===== src/rtl/imm_encoder_pkg.sv =====
// -----------------------------------------------------------------------------
// imm_encoder_pkg
// Shared control type definitions (instruction type / subtype enums) plus the
// RV32I field bit positions and a format-selection helper used by the
// instruction-word encoder.
// -----------------------------------------------------------------------------
package imm_encoder_pkg;

  typedef enum logic [2:0] {
    REG_COMPUTATION = 3'd0,
    IMM_COMPUTATION = 3'd1,
    LOAD            = 3'd2,
    STORE           = 3'd3,
    BRANCH          = 3'd4,
    JUMP            = 3'd5,
    UPPER           = 3'd6
  } InstructionTypes;

  typedef enum logic [1:0] {
    SUB_NONE      = 2'd0,
    JUMP_LINK     = 2'd1,
    JUMP_LINK_REG = 2'd2
  } InstructionSubTypes;

  typedef enum logic [2:0] {
    FMT_R = 3'd0,
    FMT_I = 3'd1,
    FMT_S = 3'd2,
    FMT_B = 3'd3,
    FMT_U = 3'd4,
    FMT_J = 3'd5
  } imm_fmt_e;

  localparam int OPCODE_LSB = 0;
  localparam int RD_LSB     = 7;
  localparam int FUNCT3_LSB = 12;
  localparam int RS1_LSB    = 15;
  localparam int RS2_LSB    = 20;
  localparam int FUNCT7_LSB = 25;

  // JALR shares the I layout; every other JUMP is the J layout.
  function automatic imm_fmt_e get_fmt(input InstructionTypes t,
                                       input InstructionSubTypes s);
    imm_fmt_e f;
    case (t)
      IMM_COMPUTATION, LOAD: f = FMT_I;
      STORE:                 f = FMT_S;
      BRANCH:                f = FMT_B;
      UPPER:                 f = FMT_U;
      JUMP:                  f = (s == JUMP_LINK_REG) ? FMT_I : FMT_J;
      default:               f = FMT_R;
    endcase
    return f;
  endfunction

endpackage


===== src/rtl/imm_encoder_imm_field_pack.sv =====
// -----------------------------------------------------------------------------
// imm_field_pack
// Combinational scatter of a 32-bit sign-extended immediate into its RV32I
// instruction-word bit positions, plus a "not representable" flag.
// Optional: IMM_RANGE_CHECK_EN enables the range/alignment check; without it
// o_error is tied low.
// Ports:
//   i_type, i_subtype : select encoding format
//   i_imm             : sign-extended immediate (byte offset for B/J)
//   o_imm_bits        : word with only the immediate bits populated
//   o_error           : immediate does not fit the selected format
// -----------------------------------------------------------------------------
module imm_field_pack
  import imm_encoder_pkg::*;
(
  input  InstructionTypes    i_type,
  input  InstructionSubTypes i_subtype,
  input  logic [31:0]        i_imm,
  output logic [31:0]        o_imm_bits,
  output logic               o_error
);

  imm_fmt_e w_fmt;

  assign w_fmt = get_fmt(i_type, i_subtype);

  always_comb begin
    o_imm_bits = '0;
    case (w_fmt)
      FMT_I: o_imm_bits[31:20] = i_imm[11:0];
      FMT_S: begin
        o_imm_bits[31:25] = i_imm[11:5];
        o_imm_bits[11:7]  = i_imm[4:0];
      end
      FMT_B: begin
        o_imm_bits[31]    = i_imm[12];
        o_imm_bits[30:25] = i_imm[10:5];
        o_imm_bits[11:8]  = i_imm[4:1];
        o_imm_bits[7]     = i_imm[11];
      end
      FMT_U: o_imm_bits[31:12] = i_imm[31:12];
      FMT_J: begin
        o_imm_bits[31]    = i_imm[20];
        o_imm_bits[30:21] = i_imm[10:1];
        o_imm_bits[20]    = i_imm[11];
        o_imm_bits[19:12] = i_imm[19:12];
      end
      default: ;
    endcase
  end

`ifdef IMM_RANGE_CHECK_EN
  // The dropped upper bits must all equal the retained sign bit.
  always_comb begin
    o_error = 1'b0;
    case (w_fmt)
      FMT_I, FMT_S: o_error = !((&i_imm[31:11]) || !(|i_imm[31:11]));
      FMT_B: o_error = !((&i_imm[31:12]) || !(|i_imm[31:12])) || i_imm[0];
      FMT_J: o_error = !((&i_imm[31:20]) || !(|i_imm[31:20])) || i_imm[0];
      FMT_U: o_error = |i_imm[11:0];
      default: o_error = 1'b0;
    endcase
  end
`else
  assign o_error = 1'b0;
`endif

endmodule


===== src/rtl/imm_encoder.sv =====
// -----------------------------------------------------------------------------
// imm_encoder
// Packs decoded instruction fields into a 32-bit RV32I word through a two-stage
// valid/ready pipeline and tags each word with an auto-incrementing byte
// address (BASE_ADDR after reset/flush, +4 per output handshake).
// Optional: IMM_RANGE_CHECK_EN enables oError (immediate not representable).
// Ports:
//   iClk, iRst (async, active-high), iFlush (sync pipeline drop)
//   iValid/oReady                   : request handshake
//   iInstructionType/SubType        : encoding format select
//   iOpcode, iFunct3, iFunct7, iRd, iRs1, iRs2, iImm : instruction fields
//   oValid/iReady                   : output handshake
//   oInstruction, oAddr, oError     : encoded word, its address, range flag
// oReady depends combinationally on iReady.
// -----------------------------------------------------------------------------
module imm_encoder
  import imm_encoder_pkg::*;
#(
  parameter int                    ADDR_WIDTH = 32,
  parameter logic [ADDR_WIDTH-1:0] BASE_ADDR  = '0
) (
  input  logic                  iClk,
  input  logic                  iRst,
  input  logic                  iFlush,
  input  logic                  iValid,
  output logic                  oReady,
  input  InstructionTypes       iInstructionType,
  input  InstructionSubTypes    iInstructionSubType,
  input  logic [6:0]            iOpcode,
  input  logic [2:0]            iFunct3,
  input  logic [6:0]            iFunct7,
  input  logic [4:0]            iRd,
  input  logic [4:0]            iRs1,
  input  logic [4:0]            iRs2,
  input  logic [31:0]           iImm,
  output logic                  oValid,
  input  logic                  iReady,
  output logic [31:0]           oInstruction,
  output logic [ADDR_WIDTH-1:0] oAddr,
  output logic                  oError
);

  logic                  r_vld_p1;
  InstructionTypes       r_type_p1;
  InstructionSubTypes    r_sub_p1;
  logic [6:0]            r_opcode_p1;
  logic [2:0]            r_funct3_p1;
  logic [6:0]            r_funct7_p1;
  logic [4:0]            r_rd_p1;
  logic [4:0]            r_rs1_p1;
  logic [4:0]            r_rs2_p1;
  logic [31:0]           r_imm_p1;

  logic                  r_vld_p2;
  logic [31:0]           r_instr_p2;
  logic                  r_err_p2;
  logic [ADDR_WIDTH-1:0] r_addr_p2;

  logic                  w_in_hs;
  logic                  w_out_hs;
  logic                  w_s2_load;
  imm_fmt_e              w_fmt;
  logic [31:0]           w_imm_bits;
  logic                  w_imm_err;
  logic [31:0]           w_word;

  assign w_out_hs  = r_vld_p2 && iReady;
  assign w_s2_load = r_vld_p1 && (!r_vld_p2 || iReady);
  assign oReady    = !r_vld_p1 || w_s2_load;
  assign w_in_hs   = iValid && oReady;

  // ---- stage 1: capture request fields ----
  always_ff @(posedge iClk) begin
    if (w_in_hs) begin
      r_type_p1   <= iInstructionType;
      r_sub_p1    <= iInstructionSubType;
      r_opcode_p1 <= iOpcode;
      r_funct3_p1 <= iFunct3;
      r_funct7_p1 <= iFunct7;
      r_rd_p1     <= iRd;
      r_rs1_p1    <= iRs1;
      r_rs2_p1    <= iRs2;
      r_imm_p1    <= iImm;
    end
  end

  // ---- stage 2: encode and hold word/address/error ----
  imm_field_pack u_imm_field_pack (
    .i_type     (r_type_p1),
    .i_subtype  (r_sub_p1),
    .i_imm      (r_imm_p1),
    .o_imm_bits (w_imm_bits),
    .o_error    (w_imm_err)
  );

  assign w_fmt = get_fmt(r_type_p1, r_sub_p1);

  // Only the register fields that belong to the format are placed.
  always_comb begin
    w_word = '0;
    w_word[OPCODE_LSB +: 7] = r_opcode_p1;
    case (w_fmt)
      FMT_I: begin
        w_word[RD_LSB +: 5]     = r_rd_p1;
        w_word[FUNCT3_LSB +: 3] = r_funct3_p1;
        w_word[RS1_LSB +: 5]    = r_rs1_p1;
      end
      FMT_S, FMT_B: begin
        w_word[FUNCT3_LSB +: 3] = r_funct3_p1;
        w_word[RS1_LSB +: 5]    = r_rs1_p1;
        w_word[RS2_LSB +: 5]    = r_rs2_p1;
      end
      FMT_U, FMT_J: w_word[RD_LSB +: 5] = r_rd_p1;
      default: begin
        w_word[RD_LSB +: 5]     = r_rd_p1;
        w_word[FUNCT3_LSB +: 3] = r_funct3_p1;
        w_word[RS1_LSB +: 5]    = r_rs1_p1;
        w_word[RS2_LSB +: 5]    = r_rs2_p1;
        w_word[FUNCT7_LSB +: 7] = r_funct7_p1;
      end
    endcase
    w_word = w_word | w_imm_bits;
  end

  always_ff @(posedge iClk or posedge iRst) begin
    if (iRst) begin
      r_vld_p1   <= 1'b0;
      r_vld_p2   <= 1'b0;
      r_instr_p2 <= '0;
      r_err_p2   <= 1'b0;
      r_addr_p2  <= BASE_ADDR;
    end else if (iFlush) begin
      r_vld_p1  <= 1'b0;
      r_vld_p2  <= 1'b0;
      r_addr_p2 <= BASE_ADDR;
    end else begin
      if (w_in_hs)        r_vld_p1 <= 1'b1;
      else if (w_s2_load) r_vld_p1 <= 1'b0;

      if (w_s2_load) begin
        r_vld_p2   <= 1'b1;
        r_instr_p2 <= w_word;
        r_err_p2   <= w_imm_err;
      end else if (w_out_hs) begin
        r_vld_p2 <= 1'b0;
      end

      if (w_out_hs) r_addr_p2 <= r_addr_p2 + ADDR_WIDTH'(4);
    end
  end

  assign oValid       = r_vld_p2;
  assign oInstruction = r_instr_p2;
  assign oAddr        = r_addr_p2;
  assign oError       = r_err_p2;

endmodule


===== config.mk =====
export PLATFORM = sky130hd
export DESIGN_NAME = imm_encoder
export DESIGN_NICKNAME = d
export VERILOG_FILES = /design/src/rtl/imm_encoder_pkg.sv /design/src/rtl/imm_encoder_imm_field_pack.sv /design/src/rtl/imm_encoder.sv
export SDC_FILE = /design/constraint.sdc
export NUM_CORES = 1
export LEC_CHECK = 0
export BUFFER_PORTS_ARGS = -buffer_cell sky130_fd_sc_hd__buf_4
export CAP_MARGIN = 40
export CORE_MARGIN = 4
export CORE_UTILIZATION = 27
export DETAILED_ROUTE_END_ITERATION = 6
export GPL_TIMING_DRIVEN = 1
export PLACE_DENSITY_LB_ADDON = 0.3
export SLEW_MARGIN = 20
export SYNTH_ARGS = -nofsm -noshare
export SYNTH_HDL_FRONTEND = slang
export SYNTH_HIERARCHICAL = 1
export SYNTH_SLANG_ARGS = --single-unit
export TNS_END_PERCENT = 1

===== constraint.sdc =====
create_clock -name iClk -period 5.65 [get_ports iClk]
set_input_delay 0 -clock iClk [delete_from_list [all_inputs] [get_ports iClk]]
set_output_delay 0 -clock iClk [all_outputs]
set_load 0.01 [all_outputs]

# Yosys cells after proc, flatten, opt, wreduce, memory -nomap -nowiden
# Cells that the tools add are included.
[op_classes]
muxes = 18
n_addsub = 1
bitwise = 2
reduce_logical = 17
n_eq_ne = 12
[ops]
columns = ["op", "count"]
rows = [
  ["two-way mux 32 bit", 2],
  ["adder 32 x 3 -> 32 bit (second input constant)", 1],
  ["bitwise OR 32 bit", 1],
  ["case mux 7 bit (4 select lines)", 1],
  ["two-way mux 8 bit", 2],
  ["== test 3 bit (second input constant)", 5],
  ["case mux 3 bit (5 select lines)", 1],
  ["case mux 5 bit (3 select lines)", 1],
  ["== test 3 x 2 -> 1 bit (second input constant)", 4],
  ["two-way mux 5 bit", 2],
  ["case mux 5 bit (2 select lines)", 1],
  ["OR reduction 2 bit", 4],
  ["two-way mux 7 bit", 1],
  ["== test 3 x 1 -> 1 bit (second input constant)", 2],
  ["two-way mux 1 bit", 6],
  ["nonzero test 3 bit", 2],
  ["OR reduction 5 bit", 1],
  ["logical AND 1 bit", 3],
  ["two-way mux 3 bit", 1],
  ["OR reduction 3 bit", 1],
  ["== test 2 bit (second input constant)", 1],
  ["zero test 1 bit", 2],
  ["logical OR 1 bit", 2],
  ["AND reduction 2 bit", 1],
  ["2 further kinds", 2],
]
[totals]
regBits = 135
elab_cells = 63
out_inout_bits = 67
input_bits = 74

# Depth between registers and ports, before layout
# Gate-level depths: netlist of run 1.
[depth]
word_depth = 7
depth_mapped = 7
ltp_nobuf = 5

# Cells and area by module
# Netlist of run 1, hierarchy kept.
[by_module_without_submodules]
columns = ["mod", "cells_per_inst", "seq_area_each_um2", "n_inst", "area_each_um2"]
rows = [
  ["imm_encoder", 411, 3698.5, 1, 5188.7],
  ["imm_field_pack", 97, 0.0, 1, 608.1],
]

# Worst setup path after synthesis of run 1
# No wires, ideal clock.
[synth_path]
kind = "register -> register"
startpoint = "register r_vld_p2 (netlist: oValid)"
endpoint = "register r_funct3_p1[0], enable pin"
path_slack_ps = 2812
period_less_slack_ps = 2838
t_arrival_ps = 2404
stages_incl_launch_ff = 4
path_buffers = 0
setup_time_ps = 435
t_required_ps = 5215
cell_sequence = "dfrtp_1 nor2b_1 nand2_1 and2_1"
[synth_between]
elab_chain_len = 5
[synth_rtl]
columns = ["item", "line", "rtl"]
rows = [
  ["start: declaration", "imm_encoder.sv:54", "logic r_vld_p2;"],
  ["start signal: assignment", "imm_encoder.sv:128", "r_vld_p2 <= 1'b0;"],
  ["start signal: assignment", "imm_encoder.sv:134", "r_vld_p2 <= 1'b0;"],
  ["start signal: assignment", "imm_encoder.sv:141", "r_vld_p2 <= 1'b1;"],
  ["zero test 1 bit", "imm_encoder.sv:68", "assign w_s2_load = r_vld_p1 && (!r_vld_p2 || iReady);"],
  ["logical OR 1 bit", "imm_encoder.sv:68", ""],
  ["logical AND 1 bit", "imm_encoder.sv:68", ""],
  ["logical OR 1 bit", "imm_encoder.sv:69", "assign oReady = !r_vld_p1 || w_s2_load;"],
  ["named net oReady", "imm_encoder.sv:26", "output logic oReady,"],
  ["logical AND 1 bit", "imm_encoder.sv:70", "assign w_in_hs = iValid && oReady;"],
  ["named net w_in_hs", "imm_encoder.sv:59", "logic w_in_hs;"],
  ["end signal: assignment", "imm_encoder.sv:78", "r_funct3_p1 <= iFunct3;"],
  ["end: declaration", "imm_encoder.sv:47", "logic [2:0] r_funct3_p1;"],
]
# The timed path passes the listed nets, and every way through them passes these cells.
# A chain may end at the register's enable or synchronous reset.

# Worst setup path after layout of run 1
[layout_path]
startpoint = "register r_addr_p2[4] (netlist: oAddr[4])"
endpoint = "register r_addr_p2[31] (netlist: oAddr[31])"
[layout_between]
elab_chain_len = 3
[layout_rtl]
columns = ["item", "line", "rtl"]
rows = [
  ["start: declaration", "imm_encoder.sv:57", "logic [ADDR_WIDTH-1:0] r_addr_p2;"],
  ["start signal: assignment", "imm_encoder.sv:148", "if (w_out_hs) r_addr_p2 <= r_addr_p2 + ADDR_WIDTH'(4);"],
  ["adder 32 x 3 -> 32 bit", "imm_encoder.sv:148", ""],
  ["two-way mux 32 bit", "imm_encoder.sv:148", ""],
  ["two-way mux 32 bit", "imm_encoder.sv:132", "end else if (iFlush) begin"],
]
# Every way passes these cells. The select of a mux whose other input is x is not followed.

==> results.md, run 1 <==
* Status: finished clean
* CP arrival at around 2.5 ns
* Overflow after GRT at 0
* Multi-input gate area at 1883 um2
* Worst reg2reg path depth at 4
* Cell Rows at 53
* Max layer used: met4
* Hold Violations, Final at 0
* Setup_tns at 0 ns
* Crit-path cells: nand4_2 -> or4_1 -> nor4_1 -> mux2_2
* Syn Inst Count at roughly 510
* Clk slew on worst S/H paths at around 0.060 ns
* Pwr Total at ~2600 uW
* Top-count cell post-synth: edfxtp_1
* Critical path required time at 5.94 ns
* Num CTS Buffers at 17
* Post-synth EDFFs at 69
* Area leader, netlist: edfxtp_1
* Ys flop type: edfxtp_1
* PD cells at slightly above 300 nW/um2
* Met2 WL post-DR at roughly 7400 um
* Via count at between 4k and 5k
* Worst IR Drop VDD at 0.0001865 V
* Setup slack, reg-to-reg at about 3.4 ns
* Met1 WL at about 6700 um
* Final Util at 39.98%
* Worst Setup End Kind: register
* Top Ports at approximately 140
* Max-cap violation count at 0
* Yosys warning count at 6
* Critical path origin: oAddr[4]$_DFFE_PP0P_
* DPL Wire Length at 10810 um
* Hold Path Class: in -> async
* Lkg Pwr at around 0.0034 uW
* First-pass GRT wire length at 24510 um
* Worst reg2reg endpoint: oAddr[31]$_DFFE_PP0P_
* R2r startpoint: oAddr[4]$_DFFE_PP0P_
* Final worst path period need at 2.207 ns
* Number of remaining DRC errors at 0
* Vias/cell at about 4.6
* All-layer global routing usage at between 10% and 20%
* Antenna cells at 0
* Slowest stage delay, CP at a little under 0.7 ns
* Register Area at 3699 um2
* Critical path fanouts, max at 8
* RSZ-0062 raised after global routing: no
* Post_cts resized at 0
* Yosys top cell area share at between 30% and 40%
* Area of the core at ~21000 um2
* Initial Util at between 20 and 30%
* Skew-Pair Late Insertion Delay at 0.41 ns
* Post-synthesis cell type count at 48
* Layout cell share with drive strength beyond 1 at approximately 26%
* Clock skew at about 0.0098 ns
* Mean area per synthesized cell at around 11 um2
* Setup Buffers After CTS at 0
* GPL Wtd Cong at slightly below 0.8
* Vias in the first global route at around 4.7k
* Crit start category: register
* Drt first pass iters at 4
* Slew @ Worst Pin at between 0.6 and 0.7 ns
* DRT iter0 DRCs at about 240
* Period utilization at just under 40%
* Share of flip-flops with an asynchronous set or reset at 48.51%
* Seq/Total Area, Yosys at roughly 64%
* Largest net degree at the start of global routing at 66
* Die footprint at around 24000 um2
* Max-slew violation count at 0
* Number of port buffers at 138
* Top cells by area, synth: edfxtp_1 (36%), dfrtp_1 (28%), a21oi_1 (5.9%)
* Critical path type: reg -> reg
* Max-slew headroom at a little over half
* Final setup vio count at 0
* Post-Syn Area at around 5800 um2
* DR WL/cell at approximately 15 um
* H-tree Lvls at 4
* Filler cells at 2043
* Hold Worst Slack at ~0.21 ns
* NumNets Final at a little under 800
* Syn-to-layout area delta at 45.46%
* Met3 WL post-DR at around 880 um
* Initial antenna violation count at 0
* Wirelength, routed at roughly 15000 um
* Die outline width at about 150 um
* Critical-path top delay cell: or4_1
* F_max at 453.0 MHz
* Clk buf depth at 2
* Chip height at 154.5 um
* CTS tree: built
* Antenna viol nets, final at 0
* Clk sinks at ~130
* Synth Register Bits at around 130
* Top cells by count, synth: edfxtp_1 (69), a21oi_1 (68), dfrtp_1 (65)
* Root Driver: clkbuf_16
* Critical path destination: oAddr[31]$_DFFE_PP0P_
## report_power, final
part / switching, uW / internal [uW] / total, uW
registers: 49.3 / 1110 / 1160
logic: 153 / 176 / 329
clock network: 432 / 653 / 1090
## worst max-delay path: cells and delay by family (launching register included)
| family | cells | cell delay [ns] |
|---|---|---|
| muxes | 1 | 0.37 |
| and+or+nand+nor | 3 | 1.25 |
| DFF | 1 | 0.47 |
## state kept, by name (all words and copies together), names as in the netlist
signal / cells
oValid: 1
r_sub_p1: 2
r_rs2_p1: 5
r_rs1_p1: 5
r_funct3_p1: 3
oError: 1
r_opcode_p1: 7
r_vld_p1: 1
r_funct7_p1: 7
r_rd_p1: 5
r_type_p1: 3
oInstruction: 32
oAddr: 30
r_imm_p1: 32
## metrics by stage
step	std cells	worst slack, ns	instance area (um2)
2_1_floorplan	516	2.812	5827
3_3_place_gp	894	3.526	7025
3_5_place_dp	898	3.447	7103
4_1_cts	1004	3.443	8432
5_1_grt	1004	3.329	8432
6_report	1004	3.443	8432
## per-layer routing
| metal | vias to the layer above | GRT usage, % |
|---|---|---|
| met4 | 0 | 4.121 |
| met3 | 16 | 2.994 |
| met1 | 2218 | 16.47 |
| li1 | 2247 | - |
| met2 | 156 | 21.92 |
| met5 | - | 0 |
## worst min path at each step
stage | start | slack [ns] | endpoint | cells past startpoint
after detailed placement | iRst | 0.10 | oInstruction[0]$_DFFE_PP0P_ | 3
after global routing | iRst | 0.24 | oInstruction[6]$_DFFE_PP0P_ | 4
after floorplan | iFunct3[0] | 0.1 | r_funct3_p1[0]$_DFFE_PP_ | 0
after global placement | iFunct7[2] | 0.18 | r_funct7_p1[2]$_DFFE_PP_ | 1
after CTS | iRst | 0.21 | oInstruction[0]$_DFFE_PP0P_ | 4
final | iRst | 0.21 | oInstruction[6]$_DFFE_PP0P_ | 4
## area by class of cell
type | count | area share, %
repair buffers | 219 | 22.29
flip-flops and latches | 134 | 43.86
inverters | 13 | 0.5787
well taps | 275 | 4.081
multi-input cells | 332 | 22.33
clock inverters | 13 | 1.766
clock buffers | 18 | 5.090
## placed cells by master (no fill, tap or decap), types with 13 or more instances in the layout
master         count
a21oi_1           68
or4_1             13
edfxtp_1          69
nand3_1           13
nand2_1           33
buf_4            140
dfrtp_1           65
o21ai_0           14
nor2_1            59
clkbuf_16         17
dlygate4sd3_1     75
a31oi_1           13
## cell families (layout without fill, tap and decap cells)
group	after synthesis	after routing	share of synthesized area (%)
multiplexers	16	16	2.849
XOR/XNOR	11	11	1.662
adder cells (fa/ha/maj)	1	1	0.2158
other	2	10	0.1296
AND/OR/NAND/NOR	179	179	15.95
buffers and inverters	50	263	4.360
AO/OA/AOI/OAI	115	115	11.03
flip-flops	134	134	63.80
## what timing repair did
action / in CTS / in global routing
endpoints found under the setup margin: 0 / 0
hold buffers: 75 / 0
endpoints found under the hold margin: 106 / 0
(Power assumes the default switching activity.)
==> run 2: changes to the inputs <==
--- a/config.mk
+++ b/config.mk
@@ -5,6 +5,7 @@
 export SDC_FILE = /design/constraint.sdc
 export NUM_CORES = 1
 export LEC_CHECK = 0
+export ABC_AREA = 1
 export BUFFER_PORTS_ARGS = -buffer_cell sky130_fd_sc_hd__buf_4
 export CAP_MARGIN = 40
 export CORE_MARGIN = 4
==> constraint.sdc (replaced) <==
create_clock -name iClk -period 1.8 [get_ports iClk]
set_input_delay 0 -clock iClk [delete_from_list [all_inputs] [get_ports iClk]]
set_output_delay 0 -clock iClk [all_outputs]
set_load 0.01 [all_outputs]
==> results.md, run 2 <==
* Yosys top cell area share at between 30% and 40%
* Critical path required time at 2.14 ns
* Number of remaining DRC errors at 0
* Worst reg2reg endpoint: oInstruction[22]$_DFFE_PP0P_
* Area leader, netlist: edfxtp_1
* Final setup vio count at 0
* Drt first pass iters at 5
* Cell Rows at 53
* Worst IR Drop VDD at 0.0005984 V
* Post-Synth Adder-Cell Area at less than 1%
* Lkg Pwr at between 0.003 and 0.004 uW
* Setup slack, reg-to-reg at about 0.22 ns
* R2r startpoint: r_type_p1[0]$_DFFE_PP_
* Clock skew at 0.006332 ns
* Worst reg2reg path depth at 7
* Largest family of logic cells by synthesized area: simple AND/OR/NAND/NOR gates
* Skew-Pair Late Insertion Delay at ~0.41 ns
* Largest net degree at the start of global routing at roughly 50
* Post-Syn Area at ~6000 um2
* Post-synth EDFFs at a little under 70
* Wirelength, routed at between 15000 and 20000 um
* Vias in the first global route at between 4k and 5k
* Die footprint at roughly 24000 um2
* Area of the core at between 20000 and 25000 um2
* All-layer global routing usage at between 10% and 20%
* Crit start category: register
* Top Ports at 141
* Synth Register Bits at around 130
* Critical path type: reg -> reg
* Clk buf depth at 2
* Ys flop type: edfxtp_1
* Hold Path Class: in -> async
* Synth Area in Simple Gates at a little over a fifth
* Number of port buffers at around 140
* Syn Inst Count at slightly above 600
* Root Driver: clkbuf_16
* Share of flip-flops with an asynchronous set or reset at between 40 and 50%
* Final Util at between 40 and 50%
* H-tree Lvls at 4
* Post-synthesis compound-gate area fraction at under 10%
* Critical path fanouts, max at 8
* Seq/Total Area, Yosys at between 60 and 70%
* Clk slew on worst S/H paths at around 0.060 ns
* Fin area at slightly below 9000 um2
* Top-count cell post-synth: nand2_1
* Commonest non-fill, non-tap cell in the layout: buf_4
* DR WL/cell at around 14 um
* DRT iter0 DRCs at 186
* Top cells by area, synth: edfxtp_1 (35%), dfrtp_1 (27%), nand2_1 (9.0%)
* Max-slew violation count at 0
* Syn-to-layout area delta at 46.29%
* Layout cell share with drive strength beyond 1 at 24.80%
* Initial antenna violation count at 0
* Pwr Total at just over 8000 uW
* Chip height at about 160 um
* PD cells at 938.6 nW/um2
* Most frequent cells in the layout: buf_4 (152), nand2_1 (140), nor2_1 (93), dlygate4sd3_1 (73), edfxtp_1 (69)
* RSZ-0062 raised after global routing: no
* Clk sinks at between 100 and 150
* Via count at 4961
* Max-cap violation count at 0
* F_max at approximately 630 MHz
* Post_cts resized at 0
* Die outline width at around 160 um
* Xor/xnor share of the synthesized area at less than 1%
* Hold Worst Slack at about 0.25 ns
* Filler cells at about 2.1k
* Overflow after GRT at 0
* Vias/cell at ~4.4
* CP arrival at approximately 1.9 ns
* GPL Wtd Cong at 0.8348
* Hold Violations, Final at 0
* Post-DP Area at between 7000 and 8000 um2
* First-pass GRT wire length at 26200 um
* Antenna cells at 0
* Post-synthesis cell type count at 37
* Num CTS Buffers at 17
* Mean area per synthesized cell at just under 10 um2
* Status: finished clean
* Period utilization at 87.97%
* DPL Wire Length at ~11000 um
* NumNets Final at approximately 900
* Final worst path period need at approximately 1.6 ns
* Top cells by count, synth: nand2_1 (142), nor2_1 (93), edfxtp_1 (69)
* Initial Util at about 28%
* Post-synthesis mux area share at 0%
* Antenna viol nets, final at 0
* Worst Setup End Kind: register
* CTS tree: built
* Yosys warning count at 6
==> run 2: kinds of logic after synthesis <==
logic type | after synthesis
AO/OA/AOI/OAI | 90
buffers and inverters | 89
AND/OR/NAND/NOR | 301
XOR/XNOR | 1
adder cells (fa/ha/maj) | 1
flip-flops | 134
other | 2
==> run 2: layout make-up <==
class                   instances  area (um2)  area share [%]
clock buffers                  21       460.4           5.303
clock inverters                11       126.4           1.455
flip-flops and latches        134        3699           42.59
inverters                      66       251.5           2.896
well taps                     275       344.1           3.963
multi-input cells             403        1871           21.54
repair buffers                228        1932           22.25
==> run 2: report_power, final <==
part	switching (uW)	internal, uW	total, uW	leakage [uW]
Combinational	505	550	1060	0.00211
Sequential	138	3500	3630	0.00151
Clock	1350	2110	3460	0.000277
==> run 2: through the flow <==
stage,worst slack (ns),instances,setup TNS (ns)
6_report,0.2165,1138,0
4_1_cts,0.1205,1136,0
3_5_place_dp,0.1427,1031,0
5_1_grt,0.006115,1138,0
2_1_floorplan,-0.4555,626,-31.43
3_3_place_gp,0.1750,1031,0
==> run 2: worst max path at each step <==
stage / startpoint / endpoint / slack (ns) / cells past startpoint
3_3_place_gp: r_type_p1[0]$_DFFE_PP_ / oInstruction[26]$_DFFE_PP0P_ / 0.18 / 6
2_1_floorplan: oValid$_DFFE_PP0P_ / r_funct3_p1[0]$_DFFE_PP_ / -0.46 / 6
5_1_grt: r_type_p1[2]$_DFFE_PP_ / oInstruction[26]$_DFFE_PP0P_ / 0.006 / 8
6_report: r_type_p1[0]$_DFFE_PP_ / oInstruction[22]$_DFFE_PP0P_ / 0.22 / 7
4_1_cts: r_type_p1[0]$_DFFE_PP_ / oInstruction[26]$_DFFE_PP0P_ / 0.12 / 6
3_5_place_dp: r_type_p1[0]$_DFFE_PP_ / oInstruction[26]$_DFFE_PP0P_ / 0.14 / 6
==> run 2: per-layer routing <==
metal,global-route usage (%),vias up,share of wire [%],routed length [um]
met4,4.008,0,1.4,230
met2,22.59,148,48,7824
met1,17.83,2303,44,7120
met3,3.678,19,6.8,1109
met5,0,-,0,0
li1,-,2491,-,-
==> run 2: worst max-delay path, cell delays in order, from the launching register on <==
cell      delay (ns)
edfxtp_1        0.51
buf_4           0.19
nor2_2          0.27
buf_4           0.23
nand2_1         0.07
o21ai_1         0.07
a21oi_1         0.05
o21ai_1         0.12
==> run 2: repair_timing <==
item,4_1_cts,5_1_grt
buffers inserted,0,2
hold endpoints to repair,139,0
hold buffers,73,0
setup endpoints to repair,0,1
==> run 3: changes to the inputs <==
--- a/config.mk
+++ b/config.mk
@@ -9,9 +9,10 @@
 export BUFFER_PORTS_ARGS = -buffer_cell sky130_fd_sc_hd__buf_4
 export CAP_MARGIN = 40
 export CORE_MARGIN = 4
-export CORE_UTILIZATION = 27
+export CORE_UTILIZATION = 30
 export DETAILED_ROUTE_END_ITERATION = 6
 export GPL_TIMING_DRIVEN = 1
+export HOLD_SLACK_MARGIN = 0.06
 export PLACE_DENSITY_LB_ADDON = 0.3
 export SLEW_MARGIN = 20
 export SYNTH_ARGS = -nofsm -noshare
==> results.md, run 3 (synthesis results as in run 2) <==
* Critical path fanouts, max at 9
* DRT iter0 DRCs at 350
* Sequential power share at between 40% and 50%
* Via count at between 4k and 5k
* Antenna viol nets, final at 0
* NumNets Final at between 900 and 1k
* DR WL/cell at between 10 and 15 um
* DPL Wire Length at between 10000 and 15000 um
* Period utilization at between 90% and 100%
* Hold Path Class: in -> reg
* All-layer global routing usage at around 15%
* Status: finished clean
* Largest net degree at the start of global routing at between 60 and 70
* GPL Wtd Cong at 0.8691
* Top Ports at between 100 and 150
* Overflow after GRT at 0
* Worst IR Drop VDD at about 0.00062 V
* Antenna cells at 0
* Skew-Pair Late Insertion Delay at approximately 0.42 ns
* Initial antenna violation count at 0
* Internal power at around 6400 uW
* Initial Util at 30.50%
* First-pass GRT wire length at about 26000 um
* Finished Layout Cells at roughly 1.1k
* Wirelength, routed at ~16000 um
* Critical path required time at 2.09 ns
* Max-cap violation count at 0
* Clk slew on worst S/H paths at about 0.060 ns
* Sw frac at 24.06%
* Hold Violations, Final at 0
* Most frequent cells in the layout: buf_4 (149), nand2_1 (140), nor2_1 (93), dlygate4sd3_1 (74), edfxtp_1 (69)
* Clock power frac at between 40% and 50%
* Number of remaining DRC errors at 0
* Placed Cells at a little over 1k
* Crit start category: register
* Drt first pass iters at 7
* Final Util at between 40% and 50%
* Commonest non-fill, non-tap cell in the layout: buf_4
* Cell Rows at 51
* Worst Setup End Kind: register
* Combinational fraction of design power at about 12%
* Number of port buffers at 138
* Layout cell share with drive strength beyond 1 at 24.62%
* Chip height at ~150 um
* CTS tree: built
* Switch Pwr at around 2000 uW
* Post_cts resized at 0
* Syn-to-layout area delta at 46.50%
* Clk sinks at approximately 130
* F_max at 598.4 MHz
* Die outline width at roughly 150 um
* CP arrival at just under 2 ns
* Num CTS Buffers at 17
* Max-slew violation count at 0
* Critical path type: reg -> reg
* Final worst path period need at between 1.5 and 2 ns
* Die footprint at between 20000 and 25000 um2
* Final setup vio count at 0
* Lkg Pwr at 0.003922 uW
* H-tree Lvls at 4
* PD cells at about 960 nW/um2
* Area of the core at roughly 20000 um2
* Clock skew at 0.008949 ns
* Clk buf depth at 2
* Root Driver: clkbuf_16
* Hold Worst Slack at about 0.16 ns
* Vias in the first global route at roughly 5.0k
* Vias/cell at 4.337
[run 3: area by class of cell]
type / instances / area (um2)
fill: 1811 / 10770
sequential: 134 / 3699
timing repair buffer: 226 / 1919
multi-input combinational: 403 / 1871
clock buffer: 17 / 425.4
tap: 265 / 331.6
inverter: 66 / 251.5
clock inverter: 15 / 198.9
[run 3: metrics by stage]
stage	setup TNS, ns	instance area, um2	setup slack [ns]	total power, uW
floorplan	-31.43	5979	-0.4555	4092
global placement	0	7316	0.08440	4612
detailed placement	0	7316	0.09146	4622
CTS	0	8681	0.07882	8501
global route	-0.0003137	8696	-0.0003137	8783
finish	0	8696	0.1289	8385
[run 3: final timing paths]
kind	start	to	slack, ns	cells past startpoint
hold / removal	iReady	oAddr[3]$_DFFE_PP0P_	0.16	5
min in group asynchronous	iRst	oInstruction[1]$_DFFE_PP0P_	0.25	4
setup / recovery	r_type_p1[1]$_DFFE_PP_	oInstruction[25]$_DFFE_PP0P_	0.13	6
max in group asynchronous	iRst	oAddr[16]$_DFFE_PP0P_	1.25	4
setup reg to reg	r_type_p1[1]$_DFFE_PP_	oInstruction[25]$_DFFE_PP0P_	0.13	6
hold reg to reg	r_opcode_p1[5]$_DFFE_PP_	oInstruction[5]$_DFFE_PP0P_	0.46	2
[run 3: power groups by stage]
| stage | sequential, uW | clock (uW) | combinational, uW |
|---|---|---|---|
| 5_1_grt | 3670 | 3960 | 1160 |
| 3_5_place_dp | 3700 | 0 | 924 |
| 4_1_cts | 3640 | 3810 | 1050 |
| 6_report | 3640 | 3710 | 1040 |
| 2_1_floorplan | 3730 | 0 | 358 |
| 3_3_place_gp | 3700 | 0 | 913 |
[run 3: what timing repair did]
| item | CTS | global route |
|---|---|---|
| hold buffers | 74 | 0 |
| endpoints found under the setup margin | 0 | 2 |
| buffers inserted | 0 | 2 |
| endpoints found under the hold margin | 140 | 0 |
[run 3: layer usage]
metal	part of all wire [%]	vias up	global-route usage (%)
met5	0	-	0
met2	48	146	24.19
li1	-	2477	-
met3	6.5	9	4.205
met4	0.86	0	4.388
met1	44	2252	19.39
[run 3: worst max-delay path, cell delays in order, from the launching register on]
cell and delay, ns:
edfxtp_1 0.52, nand3_1 0.19, nand2_1 0.23, o21ai_1 0.21, nand2_1 0.07, o21ai_0 0.25
nand2_1 0.08
